### config.mk
export PLATFORM = sky130hd
export DESIGN_NAME = cfg_loader
export DESIGN_NICKNAME = d
export VERILOG_FILES = /design/src/rtl/cfg_pkg.sv /design/src/rtl/cfg_crc8.sv /design/src/rtl/cfg_loader.sv
export SDC_FILE = /design/constraint.sdc
export NUM_CORES = 1
export LEC_CHECK = 0
export CELL_PAD_IN_SITES_DETAIL_PLACEMENT = 1
export CELL_PAD_IN_SITES_GLOBAL_PLACEMENT = 2
export CORE_MARGIN = 2
export CORE_UTILIZATION = 39
export CTS_CLUSTER_SIZE = 12
export DETAILED_ROUTE_END_ITERATION = 12
export PLACE_DENSITY = 0.86
export SLEW_MARGIN = 30
export SYNTH_ARGS = -nofsm -noshare
export SYNTH_HDL_FRONTEND = slang
export SYNTH_SLANG_ARGS = --single-unit
export TNS_END_PERCENT = 100
### constraint.sdc
create_clock -name clk -period 3.5 [get_ports clk]
set_input_delay 0.875 -clock clk [delete_from_list [all_inputs] [get_ports clk]]
set_output_delay 0.875 -clock clk [all_outputs]
set_load 0.01 [all_outputs]
### src/rtl/cfg_pkg.sv
// cfg_pkg: constants, defaults and FSM state type shared by the cfg_loader slice.
package cfg_pkg;
    localparam logic [7:0] SYNC      = 8'hA5;
    localparam logic [7:0] CRC_POLY  = 8'h07;
    localparam int         CFG_W_DEF = 5;
    typedef enum logic [1:0] {ST_HUNT, ST_PAYLOAD, ST_CHECK, ST_COMMIT} state_t;
endpackage

### src/rtl/cfg_crc8.sv
// cfg_crc8: serial MSB-first CRC-8 over one bit per enabled cycle, with synchronous clear.
module cfg_crc8 import cfg_pkg::*; (
    input  logic       clk,
    input  logic       rst,
    input  logic       i_clr,
    input  logic       i_en,
    input  logic       i_din,
    output logic [7:0] o_crc
);
    logic [7:0] r_crc;
    always_ff @(posedge clk or posedge rst) begin
        if (rst)
            r_crc <= '0;
        else if (i_clr)
            r_crc <= '0;
        else if (i_en)
            r_crc <= {r_crc[6:0], 1'b0} ^ ((r_crc[7] ^ i_din) ? CRC_POLY : 8'h00);
    end
    assign o_crc = r_crc;
endmodule

### src/rtl/cfg_loader.sv
// cfg_loader: hunts for SYNC in a serial bitstream, shadows one payload frame and commits it atomically.
// Define CFG_LOADER_CRC_EN to require and verify a CRC-8 trailer after the payload.
module cfg_loader import cfg_pkg::*; #(
    parameter int N_BLOCKS = 4,
    parameter int CFG_W    = CFG_W_DEF
) (
    input  logic                      clk,
    input  logic                      rst,
    input  logic                      bs_valid,
    input  logic                      bs_data,
    output logic                      bs_ready,
    output logic [N_BLOCKS*CFG_W-1:0] cfg_out,
    output logic                      cfg_loaded,
    output logic                      done,
    output logic                      err
);
    localparam int P  = N_BLOCKS * CFG_W;
    localparam int CW = $clog2(((P > 8) ? P : 8) + 1);

    state_t          r_state, w_next;
    logic [7:0]      r_win;
    logic [P-1:0]    r_shadow, r_cfg;
    logic [CW-1:0]   r_cnt;
    logic            r_loaded, r_done, r_err;
    logic            w_acc, w_fail, w_crc_ok;
    logic [7:0]      w_win;
    state_t          w_pl_next;

    assign bs_ready = r_state != ST_COMMIT;
    assign w_acc    = bs_valid & bs_ready;
    assign w_win    = {r_win[6:0], bs_data};

`ifdef CFG_LOADER_CRC_EN
    logic [7:0] w_crc;
    cfg_crc8 u_crc (
        .clk   (clk),
        .rst   (rst),
        .i_clr (r_state == ST_HUNT),
        .i_en  (w_acc && r_state == ST_PAYLOAD),
        .i_din (bs_data),
        .o_crc (w_crc)
    );
    // the window doubles as the trailer shift register while in CHECK
    assign w_crc_ok  = w_win == w_crc;
    assign w_pl_next = ST_CHECK;
`else
    assign w_crc_ok  = 1'b1;
    assign w_pl_next = ST_COMMIT;
`endif

    always_comb begin
        w_next = r_state;
        w_fail = 1'b0;
        case (r_state)
            ST_HUNT:    if (w_acc && w_win == SYNC) w_next = ST_PAYLOAD;
            ST_PAYLOAD: if (w_acc && r_cnt == CW'(P - 1)) w_next = w_pl_next;
            ST_CHECK: begin
                if (w_acc && r_cnt == CW'(7)) begin
                    w_next = w_crc_ok ? ST_COMMIT : ST_HUNT;
                    w_fail = !w_crc_ok;
                end
            end
            default:    w_next = ST_HUNT;
        endcase
    end

    always_ff @(posedge clk or posedge rst) begin
        if (rst) begin
            r_state  <= ST_HUNT;
            r_win    <= '0;
            r_shadow <= '0;
            r_cnt    <= '0;
            r_cfg    <= '0;
            r_loaded <= 1'b0;
            r_done   <= 1'b0;
            r_err    <= 1'b0;
        end else begin
            r_state <= w_next;
            r_done  <= r_state == ST_COMMIT;
            r_err   <= w_fail;
            if (w_next == ST_HUNT && r_state != ST_HUNT)
                r_win <= '0;
            else if (w_acc)
                r_win <= w_win;
            if (w_acc && r_state == ST_PAYLOAD)
                r_shadow <= {r_shadow[P-2:0], bs_data};
            if (w_next != r_state)
                r_cnt <= '0;
            else if (w_acc && r_state != ST_HUNT)
                r_cnt <= r_cnt + CW'(1);
            if (r_state == ST_COMMIT) begin
                r_cfg    <= r_shadow;
                r_loaded <= 1'b1;
            end
        end
    end

    assign cfg_out    = r_cfg;
    assign cfg_loaded = r_loaded;
    assign done       = r_done;
    assign err        = r_err;
endmodule

* After elaboration in Yosys (flattened, before gate mapping)
Index checks and enable logic that the tools add are counted.
** Storage, ports and cells
- Output and inout port bits :: 24
- Bits in registers :: 56
** Cells by class
- Reductions and logical operators :: 11
- Bitwise operators :: 1
- Eq/ne operators :: 8
- Add/sub/neg operators :: 1
- Mux-type cells :: 8
** Operators with widths (count)
- 7-bit 2-to-1 mux :: 2
- 5-bit 2-to-1 mux :: 2
- 8-bit == test, second input constant :: 1
- 1-bit logical AND :: 6
- 2-bit 2-to-1 mux :: 3
- 2-bit one-hot mux with 3 select lines :: 1
- 2-bit nonzero test :: 3
- 5-bit by 1-bit adder with 5-bit output, second input constant :: 1
- 5-bit by 3-bit == test with 1-bit output, second input constant :: 1
- 5-bit == test, second input constant :: 1
- 2-bit == test, second input constant :: 2
- 2-bit logical NOT :: 2
- 2-bit by 1-bit == test with 1-bit output, second input constant :: 1
- 2-bit != test :: 1
- 2-bit != test, second input constant :: 1
- 1-bit AND :: 1

* Logic depth before layout (Yosys ltp)
- Depth in word-level cells :: 8
- Gate-level depth with buffers :: 6
- Gate-level depth less buffers :: 5

* Worst setup path after synthesis
No wires, ideal clock.
- Kind :: register to output
- From :: register r_state[1]
- To :: output bs_ready
- Arrival :: 0.953 ns
- Data required time :: 2.625 ns
- Buffers on the path :: 2
- Stages on the path, launching flop included :: 4
- Setup slack :: 1.672 ns
- Cell sequence :: dfrtp_1 -> buf_2 -> nand2_1 -> clkbuf_1
** Between the ends
- Word-level cells in the longest chain between the ends :: 1
** RTL lines
- start, declared :: line cfg_loader.sv:20 : state_t r_state, w_next;
- start signal, assigned :: line cfg_loader.sv:78 : r_state <= w_next;
- 2-bit != test :: line cfg_loader.sv:29 : assign bs_ready = r_state != ST_COMMIT;
- end, declared :: line cfg_loader.sv:11 : output logic bs_ready,
No other way between the ends.

* Worst setup path in the final report
- From :: input bs_valid
- To :: register r_shadow[14]
** Between the ends
- Word-level cells in the longest chain between the ends :: 2
** RTL lines
- start, declared :: line cfg_loader.sv:9 : input logic bs_valid,
- 1-bit AND :: line cfg_loader.sv:30 : assign w_acc = bs_valid & bs_ready;
- 1-bit logical AND :: line cfg_loader.sv:85 : if (w_acc && r_state == ST_PAYLOAD)
- end signal, assigned :: line cfg_loader.sv:86 : r_shadow <= {r_shadow[P-2:0], bs_data};
- end, declared :: line cfg_loader.sv:22 : logic [P-1:0] r_shadow, r_cfg;
No other way between the ends.
A chain may end at the register's enable or synchronous reset.

==> metrics.yaml <==
worst_setup_path:
  startpoint_type: "input pin"
  worst_ep_arrival_time_ns: 2.66
  critPathMaxFanout: 21
  required_ns: 3.69
  path_class: "input pin to flip-flop"
  end_kind: "flip-flop"
  cp-startpoint: "bs_valid"
  timing.rr.start: "r_state[1]"
route:
  routed_wl_um: 4070
  ant_nets: 0
  wire_per_inst_um: 13.5
  vias: 1442
  viasPerCell: 4.79
  drc: 0
  dr.pass1.iters: 2
  first_iter_violations: 59
layout:
  fillCellCount: 646
  num_antenna_cells: 0
  nets: 231
  final_cell_mix: "nand2_1, dfrtp_1, clkdlybuf4s50_1"
  syn_to_final_growth_pct: 17.1
  final_common_cell: "nand2_1"
  layout-drive-gt1-share: 0.159
synth:
  ys_warn_count: 0
  ys_ff_latch: 56
  avgSynthCellArea_sq_um: 11.7
  synthMuxAreaShare: 0.157
  netlist_instances: 199
  synth_nets: 204
  yosys.area_share.simple: 0.171
  synth_fa_ha_area_frac: 0.00536
  synth_area_sq_um: 2340
  synthXorXnorAreaFrac: 0.0187
  synth.distinct_cells: 31
  synth_top_family_by_area: "simple AND/OR/NAND/NOR gates"
  synth.top_cells.by_area: "dfrtp_1, mux2_4, nand2_1, mux2i_1, xor2_1"
  ys_seq_area_frac: 0.600
  synth_area_leader_cell: "dfrtp_1"
  synth_compound_area_frac: 0.0171
  synth_top_area_share: 0.600
timing:
  slew_viol_final: 0
  setup_ws_ns: 1.03
  setup-tns-final_ns: 0
  max_clock_freq_ghz: 0.405
  relSlewSlack: 0.574
  timing.final.crit_share: 0.705
  tightestPinTransition_ns: 0.637
  rsz0062_at_grt: "no"
  setup_violations: 0
  fin_skew_ns: 0.0116
  final.min_clock_period_ns: 2.47
  hold_viol: 0
power_and_ir_drop:
  cellPowerDensity_nw_per_um2: 779
  vdd_drop_max_uv: 245
  leakagePower_nw: 1.36
  fin_total_pwr_mw: 2.13
die:
  io_pins: 28
  die_area_sq_um: 6630
  die_w_um: 81.4
  initial_core_util: 0.399
  core_area_sq_um: 5850
  die-height_um: 81.4
  rows: 28
placed_design:
  dp_hpwl_um: 2730
  pre_cts_ws_ns: 0.704
  place.gp.congestion: 0.727
  port_buffers: 26
clock_network:
  cts_tree: "done"
  clk_path_buf_depth: 2
  clk_pin_slew_worst_paths_ns: 0.10
  clock_sinks: 56
  clock_latency_ns: 0.31
  ctsResizeCount: 0
  cts_setup_buffers: 0
  root_buffer: "clkbuf_8"
  postCtsHoldBufs: 0
  cts_max_level: 2
  cts_buffers: 5
status:
  status: "complete, no violations"
global_route:
  overflow: 0
  grt_pass1_vias: 1489
  grt_antenna_before_repair: 0
  grt_max_degree: 30
  grt_use_total: 0.138
  grt_pass1_wl_um: 7040
worst_hold_path:
  hold_class: "flip-flop to flip-flop"
  min-delay-start: "cfg_loaded"
run:
  cap_violations: 0
## sequential cells by signal, summed over array words and instances, names as in the netlist
signal      flops
r_cnt           5
cfg_loaded      1
r_win           7
done            1
cfg_out        20
r_shadow       20
r_state         2
## critical path: stages
cell and delay (ns):
clkdlybuf4s50_1 0.88, nand2_1 0.15, or2_4 0.40, mux2_4 0.34
## area by class of cell
type	instances	area, sq um	area share
Clock buffer	5	68.8	0.0251
Clock inverter	2	12.5	0.00457
Inverter	3	11.3	0.00412
Multi-Input combinational cell	131	866	0.316
Sequential cell	56	1400	0.512
Tap cell	75	93.8	0.0343
Timing Repair Buffer	29	283	0.103
## cells by family (layout without fill, tap and decap cells)
kind of cell / after synthesis / count (layout)
compound gates: 6 / 6
xor+xnor: 5 / 5
buf+inv: 12 / 39
fa+ha+maj: 1 / 1
other cells: 1 / 1
simple gates: 91 / 91
mux: 27 / 27
flops: 56 / 56
## path summary, 6_finish.rpt
check                      depth (start not counted)      endpoint  slack [ns]
max                                                4  r_shadow[14]        1.03
min                                                1    cfg_loaded        0.48
max reg2reg                                        5      r_cnt[1]        1.95
min reg2reg                                        1    cfg_loaded        0.48
max in group asynchronous                          3    cfg_out[1]        1.91
min in group asynchronous                          2    r_state[1]        0.95
## power by group
part	leakage, nW	internal, mW	switching, mW
clock	0.0400	0.136	0.202
sequential	0.705	0.905	0.194
combinational	0.618	0.433	0.261
## routing by layer
metal	global-route usage	vias to the layer above	share of wire
li1	-	693	-
met1	0.184	722	0.48
met2	0.220	20	0.47
met3	0.0333	7	0.031
met4	0.0458	0	0.012
met5	0	-	0
## Yosys cell counts, drive strengths merged
cell and instances:
nor4 1, nor3 1, nand4b 1, or4bb 1, clkbuf 2, mux2i 7
dfrtp 56, or2 1, mux2 20, nand2b 2, ha 1, inv 3
a31oi 1, nand2 65, conb 1, nor4b 1, o21ai 2, and3 2
a211o 1, a21oi 1, o2bb2ai 1, xor2 5, or4b 1, nor2 11
buf 7, nand3 4
## stage by stage
stage	util	cells	hold slack [ns]	instance area [sq um]
floorplan	-	199	0.439	2340
global placement	0.454	294	0.449	2660
detailed placement	0.454	294	0.462	2660
CTS	0.468	301	0.487	2740
global route	0.468	301	0.506	2740
finish	0.468	301	0.477	2740
Note: power is estimated with default switching activity, not from simulation.
